**config.mk**
```make
export PLATFORM = sky130hd
export DESIGN_NAME = ccff_chain_loader_flat
export DESIGN_NICKNAME = d
export VERILOG_FILES = /design/src/rtl/ccff_chain_loader_if.sv /design/src/rtl/ccff_chain_loader.sv /design/src/flat_wrapper.sv
export SDC_FILE = /design/constraint.sdc
export NUM_CORES = 1
export LEC_CHECK = 0
export BUFFER_PORTS_ARGS = -buffer_cell sky130_fd_sc_hd__buf_2
export CORE_MARGIN = 3
export CORE_UTILIZATION = 41
export CTS_BUF_LIST = sky130_fd_sc_hd__clkbuf_4 sky130_fd_sc_hd__clkbuf_8
export CTS_CLUSTER_DIAMETER = 30
export DETAILED_ROUTE_END_ITERATION = 6
export PLACE_DENSITY = 0.59
export SYNTH_ARGS = -nofsm -noshare
export SYNTH_HDL_FRONTEND = slang
export SYNTH_SLANG_ARGS = --single-unit
```
**constraint.sdc**
```tcl
create_clock -name prog_clk -period 2.4 [get_ports prog_clk]
set_input_delay 0 -clock prog_clk [delete_from_list [all_inputs] [get_ports prog_clk]]
set_output_delay 0 -clock prog_clk [all_outputs]
set_load 0.1 [all_outputs]
```
**src/rtl/ccff_chain_loader_if.sv**
```systemverilog
// Host-side bundle for ccff_chain_loader: load control, word handshake,
// serial chain connection, status and readback.
interface ccff_chain_loader_if #(
    parameter int WORD_W = 8
);
    logic              start;
    logic              abort;
    logic [WORD_W-1:0] cfg_data;
    logic              cfg_valid;
    logic              cfg_ready;
    logic              ccff_head;
    logic              ccff_tail;
    logic              prog_clk_en;
    logic              busy;
    logic              done;
    logic              err;
    logic [WORD_W-1:0] rdata;
    logic              rvalid;

    modport master (
        output start, abort, cfg_data, cfg_valid, ccff_tail,
        input  cfg_ready, ccff_head, prog_clk_en, busy, done, err, rdata, rvalid
    );

    modport slave (
        input  start, abort, cfg_data, cfg_valid, ccff_tail,
        output cfg_ready, ccff_head, prog_clk_en, busy, done, err, rdata, rvalid
    );
endinterface

```
**src/rtl/ccff_chain_loader.sv**
```systemverilog
// Serialises host bitstream words into a ccff configuration chain, LSB first.
// Optional chain readback capture is enabled by defining CCFF_READBACK_EN.
module ccff_chain_loader #(
    parameter int CHAIN_LEN = 48,
    parameter int WORD_W    = 8
) (
    input logic                prog_clk,
    input logic                pReset_n,
    ccff_chain_loader_if.slave bus
);
    localparam int CNT_W = $clog2(CHAIN_LEN + 1);
    localparam int IDX_W = (WORD_W > 1) ? $clog2(WORD_W) : 1;
    localparam logic [CNT_W-1:0] CNT_MAX  = CNT_W'(CHAIN_LEN);
    localparam logic [IDX_W-1:0] IDX_LAST = IDX_W'(WORD_W - 1);

    typedef enum logic [1:0] {IDLE, LOAD, SHIFT, DONE} state_t;

    state_t            state;
    logic [CNT_W-1:0]  bit_cnt;
    logic [IDX_W-1:0]  word_idx;
    logic [WORD_W-1:0] shift_reg;
    logic              last_bit;
    logic              shifting;

    // bit_cnt counts bits already presented, including the one on ccff_head now.
    assign last_bit = (word_idx == IDX_LAST) || (bit_cnt == CNT_MAX);
    assign shifting = (state == SHIFT) && !bus.abort;

    // NOTE: all state and registered outputs use non-blocking assignments so
    // every branch sees the pre-edge values regardless of statement order.
    always_ff @(posedge prog_clk or negedge pReset_n) begin
        if (!pReset_n) begin
            state           <= IDLE;
            bit_cnt         <= '0;
            word_idx        <= '0;
            shift_reg       <= '0;
            bus.cfg_ready   <= 1'b0;
            bus.ccff_head   <= 1'b0;
            bus.prog_clk_en <= 1'b0;
            bus.busy        <= 1'b0;
            bus.done        <= 1'b0;
            bus.err         <= 1'b0;
        end else begin
            bus.done <= 1'b0;
            if ((state == LOAD || state == SHIFT) && bus.abort) begin
                state           <= IDLE;
                bus.cfg_ready   <= 1'b0;
                bus.ccff_head   <= 1'b0;
                bus.prog_clk_en <= 1'b0;
                bus.busy        <= 1'b0;
                bus.err         <= 1'b1;
            end else begin
                unique case (state)
                    IDLE: begin
                        if (bus.start) begin
                            state         <= LOAD;
                            bit_cnt       <= '0;
                            bus.err       <= 1'b0;
                            bus.busy      <= 1'b1;
                            bus.cfg_ready <= 1'b1;
                        end
                    end
                    LOAD: begin
                        // Bit 0 goes straight to the head; the rest wait in shift_reg.
                        if (bus.cfg_valid) begin
                            state           <= SHIFT;
                            bus.cfg_ready   <= 1'b0;
                            bus.ccff_head   <= bus.cfg_data[0];
                            bus.prog_clk_en <= 1'b1;
                            shift_reg       <= bus.cfg_data >> 1;
                            word_idx        <= '0;
                            bit_cnt         <= bit_cnt + 1'b1;
                        end
                    end
                    SHIFT: begin
                        if (last_bit) begin
                            bus.ccff_head   <= 1'b0;
                            bus.prog_clk_en <= 1'b0;
                            if (bit_cnt == CNT_MAX) begin
                                state    <= DONE;
                                bus.done <= 1'b1;
                            end else begin
                                state         <= LOAD;
                                bus.cfg_ready <= 1'b1;
                            end
                        end else begin
                            bus.ccff_head <= shift_reg[0];
                            shift_reg     <= shift_reg >> 1;
                            word_idx      <= word_idx + 1'b1;
                            bit_cnt       <= bit_cnt + 1'b1;
                        end
                    end
                    DONE: begin
                        state    <= IDLE;
                        bus.busy <= 1'b0;
                    end
                    default: state <= IDLE;
                endcase
            end
        end
    end

`ifdef CCFF_READBACK_EN
    logic [WORD_W-1:0] capture;

    // The tail bit sampled on a shift edge is the bit leaving the chain.
    always_ff @(posedge prog_clk or negedge pReset_n) begin
        if (!pReset_n) begin
            capture    <= '0;
            bus.rdata  <= '0;
            bus.rvalid <= 1'b0;
        end else begin
            bus.rvalid <= 1'b0;
            if (shifting) begin
                if (last_bit) begin
                    bus.rdata  <= capture | (WORD_W'(bus.ccff_tail) << word_idx);
                    bus.rvalid <= 1'b1;
                end else begin
                    capture[word_idx] <= bus.ccff_tail;
                end
            end else if (state != SHIFT) begin
                capture <= '0;
            end
        end
    end
`else
    logic unused_readback;
    assign unused_readback = bus.ccff_tail ^ shifting;
    assign bus.rdata  = '0;
    assign bus.rvalid = 1'b0;
`endif

endmodule

```
**src/flat_wrapper.sv**
```systemverilog
// flat-port wrapper written by rule: the top's interface ports become plain ports
module ccff_chain_loader_flat 
#(
    parameter int CHAIN_LEN = 48,
    parameter int WORD_W    = 8
)
  (prog_clk, pReset_n, bus_start, bus_abort, bus_cfg_data, bus_cfg_valid, bus_ccff_tail, bus_cfg_ready, bus_ccff_head, bus_prog_clk_en, bus_busy, bus_done, bus_err, bus_rdata, bus_rvalid);
  ccff_chain_loader_if #(.WORD_W(WORD_W)) bus_i ();
  input logic prog_clk;
  input logic pReset_n;
  input wire logic [$bits(bus_i.start)-1:0] bus_start;
  input wire logic [$bits(bus_i.abort)-1:0] bus_abort;
  input wire logic [$bits(bus_i.cfg_data)-1:0] bus_cfg_data;
  input wire logic [$bits(bus_i.cfg_valid)-1:0] bus_cfg_valid;
  input wire logic [$bits(bus_i.ccff_tail)-1:0] bus_ccff_tail;
  output wire logic [$bits(bus_i.cfg_ready)-1:0] bus_cfg_ready;
  output wire logic [$bits(bus_i.ccff_head)-1:0] bus_ccff_head;
  output wire logic [$bits(bus_i.prog_clk_en)-1:0] bus_prog_clk_en;
  output wire logic [$bits(bus_i.busy)-1:0] bus_busy;
  output wire logic [$bits(bus_i.done)-1:0] bus_done;
  output wire logic [$bits(bus_i.err)-1:0] bus_err;
  output wire logic [$bits(bus_i.rdata)-1:0] bus_rdata;
  output wire logic [$bits(bus_i.rvalid)-1:0] bus_rvalid;
  assign bus_i.start = bus_start;
  assign bus_i.abort = bus_abort;
  assign bus_i.cfg_data = bus_cfg_data;
  assign bus_i.cfg_valid = bus_cfg_valid;
  assign bus_i.ccff_tail = bus_ccff_tail;
  assign bus_cfg_ready = bus_i.cfg_ready;
  assign bus_ccff_head = bus_i.ccff_head;
  assign bus_prog_clk_en = bus_i.prog_clk_en;
  assign bus_busy = bus_i.busy;
  assign bus_done = bus_i.done;
  assign bus_err = bus_i.err;
  assign bus_rdata = bus_i.rdata;
  assign bus_rvalid = bus_i.rvalid;
  ccff_chain_loader #(.CHAIN_LEN(CHAIN_LEN), .WORD_W(WORD_W)) u_core (.prog_clk(prog_clk), .pReset_n(pReset_n), .bus(bus_i));
endmodule
```
* Yosys cells after proc, flatten, opt, wreduce, memory -nomap -nowiden *
Index checks and enable logic that the tools add are counted.
Widths: inputs -> output; s select.

word-level totals
  register bits after elaboration = 25
  input port bits = 14
  output and inout bits = 15
  logic and storage cells = 83

cells by class
  $add $sub $neg = 2
  equality and inequality tests = 12
  muxes and demuxes = 39
  bitwise logic cells = 1
  reduce and logical (&&, ||, !) cells = 19

operators with widths
  cell                 number
  $mux 1               19
  $mux 6               3
  $pmux 6 s3           1
  $mux 8               2
  $pmux 8 s2           1
  $mux 2               5
  $reduce_and 5->1     2
  $reduce_bool 3->1    3
  $pmux 2 s4           1
  $add 6x1->6 const B  1
  $eq 6x6->1 const B   1
  $mux 3               2
  $ne 2x2->1 const B   3
  $ne 3x2->1 const B   2
  $ne 3x3->1 const B   2
  $pmux 1 s2           3
  $pmux 3 s2           1
  $reduce_and 2->1     3
  $reduce_and 3->1     2
  $reduce_bool 2->1    3
  $eq 2x2->1 const B   2
  $reduce_and 4->1     1
  $reduce_bool 4->1    1
  $add 3x1->3 const B  1
  other kinds (7)      8

* Depth between registers and ports, before layout *
Gate-level depths: netlist of run 1.

  depth in word-level cells = 5
  mapped depth = 7
  depth with buffers taken out = 6

* Least setup slack after synthesis of run 1 *
No wires, ideal clock.

  kind = flip-flop to flip-flop
  start point = register u_core.state[0]
  end point = register u_core.shift_reg[0]
  setup time = 125 ps
  data arrival time = 1879 ps
  data required time = 2275 ps
  setup slack = 397 ps
  stages on the path, launching flop included = 7
  path buffers = 1
  period minus slack after synthesis = 2003 ps
  path through = dfrtp_1 inv_1 ha_1 clkbuf_1 mux2i_1 a211oi_4 mux2_2

on the way
  longest elaborated chain between the ends = 5
  elaborated cells on any way between the ends = 10
  classes of those cells = eq/ne: 4; mux: 1; bitwise: 1; reduce/logical: 4

ends and longest elaborated chain
  item                                             line                     source
  start, declared                                  ccff_chain_loader.sv:18  state_t state;
  start signal, assigned                           ccff_chain_loader.sv:33  state <= IDLE;
  start signal, assigned                           ccff_chain_loader.sv:46  state <= IDLE;
  start signal, assigned                           ccff_chain_loader.sv:56  state <= LOAD;
  $eq 2x1->1 / $eq 2x2->1 (equally long branches)  --
  $logic_or 1x1->1                                 ccff_chain_loader.sv:45  if ((state == LOAD || state == SHIFT) && bus.abort) begin
  $logic_and 1x1->1                                ccff_chain_loader.sv:45
  $not 1->1 (no source line)                       --
  $reduce_and 4->1 (no source line)                --
  end signal, assigned                             ccff_chain_loader.sv:70  shift_reg <= bus.cfg_data >> 1;
  end signal, assigned                             ccff_chain_loader.sv:88  shift_reg <= shift_reg >> 1;
  end, declared                                    ccff_chain_loader.sv:21  logic [WORD_W-1:0] shift_reg;

Parallel ways exist; a longest one is shown, timed or not.
A chain may end at the register's enable or synchronous reset.

* Final worst setup path of run 1 *
  start point = register u_core.state[0]
  end point = register u_core.shift_reg[5]

Same word-level chain as after synthesis.

==> summary.txt, run 1 <==
Final layout
  – Layout cells sized above 1: 0.2781
  – Max FFs per register: 7
  – Register area: ~600 µm²
  – FILL cells: 337
  – ANT cells: 0
  – Multi-input logic area: ~770 µm²
  – Fin cells: 215
  – Final nets: approximately 190
  – Syn-to-layout area delta: 12.98%

Critical path
  – Worst path bufs/invs: 1
  – WP data required: around 2.6 ns
  – RR Endpoint: u_core.shift_reg[5]$_DFFE_PN0P_
  – Crit-path max FO: 9
  – CP Capture Type: flip-flop
  – Max incr delay on CP: ~0.51 ns
  – Critical path launch point type: flip-flop
  – Crit path max-delay family: multiplexers
  – Worst-case reg-to-reg path depth: 5
  – Critical path, cell by cell: inv_1 > ha_1 > mux2i_1 > a211oi_4 > mux2_2
  – Worst reg2reg path startpoint: u_core.state[0]$_DFFE_PN0P_
  – Critical path type: reg2reg
  – Cell at the slowest stage of the critical path: a211oi_4
  – Arrival time worst endpoint: 2.39 ns
  – Reg2Reg Setup Slack: between 0.2 and 0.25 ns

STA
  – Worst slew pin tran: 0.5425 ns
  – Worst rel slew slack: 0.6370
  – Slew Limit Fails: 0
  – Hold Fails Final Rpt: 0
  – Unrepaired setup endpoints after global routing: no
  – Tmin final: approximately 2.2 ns
  – Max Clock Freq: roughly 0.46 GHz
  – Final setup vio count: 0
  – Final clock skew: between 0.005 and 0.006 ns
  – Final worst-path cycle share: 0.8998
  – Final TNS setup: 0 ns

Clock network
  – H-tree Lvls: 1
  – Worst skew pair latency: roughly 0.32 ns
  – TritonCTS clock tree: done
  – Post-CTS sizing: 0
  – Clock transition at path regs: approximately 0.14 ns
  – Root buf cell: clkbuf_4
  – CTS sink cnt: 24
  – Clock buffer depth: 2
  – Cts bufs inserted: 3

Floorplan
  – CORE AREA: 3390 µm²
  – Starting Density: 0.4352
  – Num rows: 21
  – Die W: 65.99 µm
  – Die Y: 65.99 µm
  – Die area: approximately 4400 µm²
  – I/O pin count: 29

Routing
  – Avg Vias per Cell: a little over 5
  – Via Count: between 1k and 1.5k
  – Final wirelength: around 2900 µm
  – Detail Route Antenna Nets: 0
  – WL/cell: 13.41 µm
  – Drt first-iter violations: 80
  – DR pass1 iterations: 4
  – DRC: 0

Worst hold path
  – Worst Hold Depth: 3
  – Worst hold path type: in2reg
  – Hold Path Sink: u_core.shift_reg[6]$_DFFE_PN0P_
  – Hold Crit Start: bus_cfg_data[7]

Run
  – Max_cap viols: 0

Power and ir drop
  – NetSw: 1142 µW
  – Net Sw Frac: 0.4915
  – Int Power: 1181 µW
  – Combinational group share of total power: 0.613
  – Clock power share: 0.095
  – PD cells: around 1400 nW/µm²
  – Max VDD drop: slightly above 0.5 mV
  – Power share of the sequential group: 0.293
  – Total chip power: 2323 µW
  – Leakage Power: 0.0007925 µW

Logic synthesis
  – Post-synthesis sequential area ratio: 0.4071
  – Cell count after synthesis: approximately 150
  – Syn Area/Cell: a little over 10 µm²
  – Synthesized flop and latch total: 24
  – Total number of yosys warnings: 0
  – Post-synthesis cell type count: 35
  – Mapped Area: 1475 µm²

Placed design
  – Final RePlAce weighted congestion: around 0.85
  – Dpl cells: between 200 and 250
  – Number of port buffers: 18
  – Detailed Place HPWL: 2169 µm

Global route
  – Initial antenna violation count: 0
  – Largest net degree at the start of global routing: 25
  – Global-route wire length before repair: ~4900 µm
  – Total gr overflow: 0
  – GRT Util Overall: 0.1442
  – Vias in the first global route: 1120

Run status
  – Status: finished, final reports clean
-- worst max-delay path by stage --
stage / startpoint / cells past startpoint / to / slack [ns]
finish: u_core.state[0]$_DFFE_PN0P_ / 5 / u_core.shift_reg[5]$_DFFE_PN0P_ / 0.24
global route: u_core.state[0]$_DFFE_PN0P_ / 5 / u_core.shift_reg[4]$_DFFE_PN0P_ / 0.08
CTS: u_core.state[0]$_DFFE_PN0P_ / 6 / u_core.word_idx[1]$_DFFE_PN0P_ / 0.21
detailed placement: u_core.state[0]$_DFFE_PN0P_ / 5 / u_core.shift_reg[5]$_DFFE_PN0P_ / 0.26
global placement: u_core.state[0]$_DFFE_PN0P_ / 5 / u_core.shift_reg[4]$_DFFE_PN0P_ / 0.30
floorplan: u_core.state[0]$_DFFE_PN0P_ / 6 / u_core.shift_reg[0]$_DFFE_PN0P_ / 0.40
-- cell usage in the layout (no fill, tap or decap), types with 4 or more instances in the layout --
cell / instances
dfrtp_1: 24
buf_2: 18
inv_1: 15
mux2_2: 15
nand2_1: 10
ha_1: 9
conb_1: 9
nor2_1: 7
nand3_1: 7
o21ai_0: 6
mux2i_1: 5
o22ai_1: 4
buf_4: 4
-- cells by family after synthesis --
logic type / after synthesis / share of synthesized area
buffers and inverters: 28 / 0.09414
other: 1 / 0.002542
adders and majority gates: 9 / 0.07634
AOI/OAI and AO/OA: 28 / 0.1501
DFF: 24 / 0.4071
muxes: 20 / 0.1484
and+or+nand+nor: 35 / 0.1213
-- worst register-to-register path, cell delays in order (launching register included) --
cell,delay (ns)
dfrtp_1,0.45
inv_1,0.11
ha_1,0.36
mux2i_1,0.24
a211oi_4,0.51
mux2_2,0.39
-- routing by layer --
metal  vias to the layer above  wire length [µm]  GRT usage
met2                        35              1410     0.2566
met3                         5               151    0.02381
li1                        542                 -          -
met4                         0                49    0.06091
met1                       534              1272     0.1700
met5                         -                 0          0
-- synthesized netlist by cell type (all sizes together) --
cell type / count / area [µm²]
dfrtp: 24 / 600.6
inv: 15 / 56.30
mux2: 15 / 168.9
nand2: 10 / 37.54
buf: 9 / 67.56
ha: 9 / 112.6
nand3: 7 / 35.03
nor2: 7 / 26.28
o21ai: 6 / 30.03
mux2i: 5 / 50.05
clkbuf: 4 / 15.01
o22ai: 4 / 25.02
a2111oi: 3 / 26.28
a21oi: 3 / 15.01
and3: 3 / 21.27
a41oi: 2 / 17.52
nand2b: 2 / 12.51
a2111o: 1 / 11.26
a211o: 1 / 10.01
a211oi: 1 / 20.02
a21o: 1 / 15.01
a221o: 1 / 10.01
a222oi: 1 / 10.01
a22o: 1 / 8.760
a22oi: 1 / 7.510
a31oi: 1 / 6.260
and2: 1 / 6.260
and4b: 1 / 13.76
conb: 1 / 3.750
nand3b: 1 / 7.510
nand4: 1 / 6.260
nor2b: 1 / 6.260
nor4: 1 / 6.260
o2111ai: 1 / 8.760
-- repair_timing --
item / 4_1_cts / 5_1_grt
hold endpoints to repair: 26 / 0
hold buffers: 3 / 0
setup buffers: 0 / 0
-- through the flow --
stage          cell area (µm²)  utilization  setup slack [ns]  hold WS (ns)
3_3_place_gp              1600       0.4721            0.3004       0.01206
6_report                  1667       0.4917            0.2406       0.01973
4_1_cts                   1667       0.4917            0.2119       0.01112
2_1_floorplan             1505            -            0.3967       -0.2956
3_5_place_dp              1600       0.4721            0.2633       0.01780
5_1_grt                   1667       0.4917           0.08079       0.02043
-- power groups by stage --
stage / logic, µW / registers, µW / clock network, µW
2_1_floorplan: 877 / 940 / 0
3_3_place_gp: 1390 / 680 / 0
3_5_place_dp: 1430 / 693 / 0
4_1_cts: 1430 / 685 / 229
5_1_grt: 1550 / 707 / 240
6_report: 1420 / 680 / 220
-- area by class of cell --
type,count,share of cell area
repair buffers,25,0.09009
well taps,46,0.03453
multi-input cells,101,0.4595
inverters,15,0.03378
flip-flops and latches,24,0.3604
clock buffers,4,0.02177
Note: power is estimated with default switching activity, not from simulation.
==> inputs of run 2 (changes only) <==
CORE_UTILIZATION = 43   (was 41)
PLACE_DENSITY = 0.62   (was 0.59)
==> summary.txt, run 2 (synthesis gave the netlist of run 1 again) <==
STA
  – Slew Limit Fails: 0 (unchanged)
  – Worst rel slew slack: 0.6020 (-0.03500)
  – Worst slew pin tran: 0.5951 ns (+0.05259 ns)
  – Hold Fails Final Rpt: 0 (unchanged)
  – Final clock skew: 0.004668 ns (-0.0008050 ns)
  – Max Clock Freq: 0.4459 GHz (-3.7%)
  – Unrepaired setup endpoints after global routing: no
  – Final worst-path cycle share: 0.9345 (+0.03475)
  – Final setup vio count: 0 (unchanged)
  – Final TNS setup: 0 ns (unchanged)
  – Hold_ws: 0.03681 ns (+0.01709 ns)
  – Tmin final: 2.243 ns (+0.08340 ns)

Floorplan
  – I/O pin count: 29 (unchanged)
  – Starting Density: 0.4679 (+0.03264)
  – Num rows: 20 (-4.8%)
  – Die area: 4169 µm² (-4.2%)
  – Die W: 64.57 µm (-2.1%)
  – CORE AREA: 3153 µm² (-7.0%)
  – Die Y: 64.57 µm (-2.1%)

Placed design
  – Number of port buffers: 18 (unchanged)
  – Final RePlAce weighted congestion: 0.8538 (unchanged)
  – Dpl cells: 206 (-0.96%)
  – Detailed Place HPWL: 2158 µm (-0.52%)

Run status
  – Status: finished, final reports clean

Global route
  – Global-route wire length before repair: 5106 µm (+5.1%)
  – GRT Util Overall: 0.1499 (+0.005652)
  – Initial antenna violation count: 0 (unchanged)
  – Total gr overflow: 0 (unchanged)
  – Vias in the first global route: 1148 (+2.5%)
  – Largest net degree at the start of global routing: 25 (unchanged)

Final layout
  – Final nets: 193 (unchanged)
  – ANT cells: 0 (unchanged)
  – FILL cells: 310 (-8.0%)
  – Max FFs per register: 7 (unchanged)
  – Syn-to-layout area delta: 12.81%
  – Multi-input logic area: 765.7 µm² (unchanged)
  – Register area: 600.6 µm² (unchanged)
  – Fin cells: 213 (-0.93%)
  – Most frequent cells in the layout: dfrtp_1, buf_2, inv_1, mux2_2, nand2_1
  – Most common cell after layout, fill and taps aside: dfrtp_1
  – Layout cells sized above 1: 0.2781 (unchanged)

Clock network
  – TritonCTS clock tree: done
  – Cts bufs inserted: 3 (unchanged)
  – Root buf cell: clkbuf_4
  – CTS sink cnt: 24 (unchanged)
  – Worst skew pair latency: 0.31 ns (about the same)
  – Clock buffer depth: 2 (unchanged)
  – Setup Buffers After CTS: 0 (unchanged)
  – Clock transition at path regs: 0.13 ns (about the same)
  – H-tree Lvls: 1 (unchanged)

Routing
  – Final wirelength: 2871 µm (-0.45%)
  – WL/cell: 13.48 µm (+0.48%)
  – Avg Vias per Cell: 5.343 (+2.9%)
  – DR pass1 iterations: 5 (+1)
  – Detail Route Antenna Nets: 0 (unchanged)
  – Via Count: 1138 (+2.0%)
  – Drt first-iter violations: 77 (-3.8%)
  – DRC: 0 (unchanged)

Power and ir drop
  – Int Power: 1180 µW (-0.15%)
  – NetSw: 1140 µW (-0.19%)
  – Leakage Power: 0.0007918 µW (about the same)
  – Max VDD drop: 0.5610 mV (+12%)
  – Power share of the sequential group: 0.294 (about the same)
  – Total chip power: 2319 µW (-0.17%)
  – Combinational group share of total power: 0.614 (about the same)
  – Clock power share: 0.092 (-0.003)
  – Net Sw Frac: 0.4914 (about the same)
  – PD cells: 1394 nW/µm² (about the same)

Run
  – Max_cap viols: 0 (unchanged)

Critical path
  – Critical path type: reg2reg
  – Critical path launch point type: flip-flop
  – Worst path most repeated cell: inv_1
  – Max incr delay on CP: 0.52 ns (about the same)
  – WP data required: 2.61 ns (-0.02 ns)
  – Critical path, cell by cell: inv_1 > ha_1 > inv_1 > nor2_1 > a211oi_4 > mux2_2
  – Arrival time worst endpoint: 2.45 ns (+0.06 ns)
  – Cell at the slowest stage of the critical path: a211oi_4
  – Crit path max-delay family: compound AO/OA/AOI/OAI gates
  – Worst path bufs/invs: 2 (+1)
  – CP Capture Type: flip-flop
  – Crit-path max FO: 10 (+1)

Worst hold path
  – Worst hold path type: in2reg
==> run 2: cell counts in the layout (fill, tap and decap cells not counted) <==
No cell type changed its count.
==> run 2: final cells by class <==
type	count	area share
clock buffer	4	0.02180
inverter	15	0.03383
multi-input combinational	101	0.4601
sequential	24	0.3609
tap	44	0.03308
timing repair buffer	25	0.09023
==> run 2: path summary, 6_finish.rpt <==
path | startpoint | to | slack (ns) | cells after the start
min | bus_cfg_data[7] | u_core.shift_reg[6]$_DFFE_PN0P_ | 0.04 | 3
max reg2reg | u_core.state[0]$_DFFE_PN0P_ | u_core.shift_reg[1]$_DFFE_PN0P_ | 0.16 | 6
max in group asynchronous | pReset_n | u_core.word_idx[2]$_DFFE_PN0P_ | 1.84 | 2
max | u_core.state[0]$_DFFE_PN0P_ | u_core.shift_reg[1]$_DFFE_PN0P_ | 0.16 | 6
min reg2reg | u_core.bus.err$_DFFE_PN0P_ | u_core.bus.err$_DFFE_PN0P_ | 0.51 | 2
min in group asynchronous | pReset_n | u_core.state[0]$_DFFE_PN0P_ | 0.19 | 2
==> run 2: per-layer routing <==
layer / track usage / vias to the layer above / part of all wire / wire length [µm]
li1: - / 545 / - / -
met1: 0.1874 / 537 / 0.45 / 1279
met2: 0.2655 / 49 / 0.48 / 1367
met3: 0.02600 / 7 / 0.064 / 183
met4: 0.03958 / 0 / 0.014 / 40
met5: 0 / - / 0 / 0
==> run 2: power by group through the flow <==
stage | Combinational (µW) | Sequential, µW | Clock [µW]
floorplan | 877 | 940 | 0
global placement | 1380 | 680 | 0
detailed placement | 1420 | 695 | 0
CTS | 1430 | 685 | 224
global route | 1560 | 708 | 245
finish | 1420 | 683 | 213
==> run 2: worst reg2reg max path, stage by stage (launching register included) <==
cell	delay [ns]
dfrtp_1	0.46
inv_1	0.11
ha_1	0.31
inv_1	0.16
nor2_1	0.18
a211oi_4	0.52
mux2_2	0.41
==> run 2: what timing repair did <==
action,in CTS,in global routing
hold buffers,3,0
hold endpoints to repair,26,0
gates resized for setup,0,0
endpoints found under the setup margin,0,0
==> run 2: per-stage QoR <==
step,setup WS [ns],cell area [µm²],util
after floorplan,0.3967,1505,-
after global placement,0.2354,1598,0.5067
after detailed placement,0.1764,1598,0.5067
after CTS,0.1530,1664,0.5278
after global routing,0.02258,1664,0.5278
final,0.1572,1664,0.5278
==> inputs of run 3 (changes only) <==
CORE_UTILIZATION = 45   (was 43)
PLACE_DENSITY = 0.64   (was 0.62)
SLEW_MARGIN = 20   (was unset)
==> summary.txt, run 3 (synthesis gave the netlist of run 1 again) <==
Run status
  – Status: finished, final reports clean

Final layout
  – Syn-to-layout area delta: 13.32%
  – Max FFs per register: 7 (unchanged)
  – ANT cells: 0 (unchanged)
  – Most frequent cells in the layout: dfrtp_1, buf_2, inv_1, mux2_2, nand2_1
  – Final nets: 194 (+0.52%)
  – Fin area: 1672 µm² (+0.45%)
  – Layout cells sized above 1: 0.2824 (+0.004246)
  – Most common cell after layout, fill and taps aside: dfrtp_1

STA
  – Unrepaired setup endpoints after global routing: no
  – Slew Limit Fails: 0 (unchanged)
  – Tmin final: 2.192 ns (-0.05105 ns)
  – Final worst-path cycle share: 0.9132 (-0.02127)
  – Worst rel slew slack: 0.6171 (+0.01506)
  – Final TNS setup: 0 ns (unchanged)
  – Hold Fails Final Rpt: 0 (unchanged)
  – Worst slew pin tran: 0.5723 ns (-0.02278 ns)
  – Final clock skew: 0.002761 ns (-0.001907 ns)
  – Max Clock Freq: 0.4563 GHz (+2.3%)
  – Final setup vio count: 0 (unchanged)

Critical path
  – Arrival time worst endpoint: 2.40 ns (-0.05 ns)
  – CP Capture Type: flip-flop
  – Critical path type: reg2reg
  – WP data required: 2.61 ns (about the same)
  – Critical Path Source: u_core.state[0]$_DFFE_PN0P_
  – Crit path max-delay family: flip-flops
  – Cell at the slowest stage of the critical path: dfrtp_1
  – Crit-path max FO: 9 (-1)
  – Critical path, cell by cell: inv_1 > ha_1 > inv_1 > nor2_1 > a211oi_4 > mux2_2
  – Worst reg2reg path startpoint: u_core.state[0]$_DFFE_PN0P_
  – RR Endpoint: u_core.shift_reg[5]$_DFFE_PN0P_
  – Max incr delay on CP: 0.47 ns (-0.05 ns)
  – Worst path most repeated cell: inv_1
  – Worst path bufs/invs: 2 (unchanged)
  – Critical path launch point type: flip-flop
  – Reg2Reg Setup Slack: 0.21 ns (+0.05 ns)
  – Worst-case reg-to-reg path depth: 6 (unchanged)

Floorplan
  – Die area: 4001 µm² (-4.0%)
  – Starting Density: 0.4793 (+0.01141)
  – Die W: 63.26 µm (-2.0%)
  – Die Y: 63.26 µm (-2.0%)
  – I/O pin count: 29 (unchanged)
  – Num rows: 20 (unchanged)
  – CORE AREA: 3078 µm² (-2.4%)

Routing
  – Via Count: 1121 (-1.5%)
  – Detail Route Antenna Nets: 0 (unchanged)
  – DRC: 0 (unchanged)
  – Drt first-iter violations: 82 (+6.5%)
  – DR pass1 iterations: 4 (-1)
  – WL/cell: 13.09 µm (-2.9%)
  – Avg Vias per Cell: 5.238 (-2.0%)
  – Final wirelength: 2801 µm (-2.4%)

Clock network
  – CTS sink cnt: 24 (unchanged)
  – Clock buffer depth: 2 (unchanged)
  – Root buf cell: clkbuf_4
  – Cts bufs inserted: 3 (unchanged)
  – TritonCTS clock tree: done
  – H-tree Lvls: 1 (unchanged)
  – Worst skew pair latency: 0.31 ns (about the same)
  – Clock transition at path regs: 0.13 ns (about the same)

Power and ir drop
  – Leakage Power: 0.0007976 µW (+0.73%)
  – Max VDD drop: 0.5702 mV (+1.6%)
  – PD cells: 1398 nW/µm² (+0.31%)

Global route
  – Largest net degree at the start of global routing: 25 (unchanged)
  – GRT Util Overall: 0.1495 (-0.0003430)
  – Vias in the first global route: 1106 (-3.7%)
  – Initial antenna violation count: 0 (unchanged)
  – Global-route wire length before repair: 4878 µm (-4.5%)
  – Total gr overflow: 0 (unchanged)

Worst hold path
  – Worst Hold Depth: 3 (unchanged)
  – Hold Path Sink: u_core.shift_reg[6]$_DFFE_PN0P_
  – Hold Crit Start: bus_cfg_data[7]
  – Worst hold path type: in2reg

Placed design
  – Final RePlAce weighted congestion: 0.8479 (-0.69%)
  – Cell Area, Placed: 1605 µm² (+0.47%)
  – Number of port buffers: 18 (unchanged)
  – Detailed Place HPWL: 2079 µm (-3.7%)

Run
  – Max_cap viols: 0 (unchanged)
[run 3: cell types whose count changed in the layout (fill, tap and decap cells not counted)]
cell | before | now
buf_4 | 4 | 5
[run 3: how the worst max path moves through the flow]
| stage | to | cells past startpoint |
|---|---|---|
| global placement | u_core.shift_reg[3]$_DFFE_PN0P_ | 6 |
| global route | u_core.word_idx[0]$_DFFE_PN0P_ | 6 |
| floorplan | u_core.shift_reg[0]$_DFFE_PN0P_ | 6 |
| detailed placement | u_core.shift_reg[5]$_DFFE_PN0P_ | 6 |
| CTS | u_core.shift_reg[5]$_DFFE_PN0P_ | 6 |
| finish | u_core.shift_reg[5]$_DFFE_PN0P_ | 6 |
[run 3: timing repair]
action                                  in CTS  in global routing
endpoints found under the hold margin       26                  0
hold buffers                                 3                  0
resized for setup                            0                  0
endpoints found under the setup margin       0                  0
buffers inserted                             0                  0
[run 3: power breakdown]
group	switching (µW)	internal (µW)	leakage, µW
sequential	118	570	0.000304
clock	123	92.7	0.0000210
combinational	909	524	0.000472
total	1150	1190	0.000798
[run 3: worst reg2reg max path: stages, from the launching register on]
cell      delay, ns
dfrtp_1        0.47
inv_1          0.11
ha_1           0.31
inv_1          0.17
nor2_1         0.18
a211oi_4       0.45
mux2_2         0.40
[run 3: routing by layer]
| metal | vias up | routed length, µm | track usage |
|---|---|---|---|
| li1 | 548 | - | - |
| met1 | 536 | 1316 | 0.1876 |
| met2 | 31 | 1339 | 0.2530 |
| met3 | 6 | 99 | 0.02852 |
| met4 | 0 | 46 | 0.05930 |
| met5 | - | 0 | 0 |
[run 3: cell type report]
cell class | count | area [µm²]
Fill cell | 274 | 1406
Multi-Input combinational cell | 101 | 765.7
Sequential cell | 24 | 600.6
Timing Repair Buffer | 26 | 157.7
Inverter | 15 | 56.30
Tap cell | 44 | 55.05
Clock buffer | 4 | 36.28
[run 3: stage by stage]
stage	cells	total power, µW	setup WS, ns	hold WS, ns	util
2_1_floorplan	153	1817	0.3967	-0.2956	-
3_3_place_gp	207	2071	0.3047	0.008506	0.5215
3_5_place_dp	207	2128	0.2222	0.01418	0.5215
4_1_cts	214	2354	0.2034	0.01533	0.5431
5_1_grt	214	2521	0.06674	0.03170	0.5431
6_report	214	2337	0.2082	0.02041	0.5431
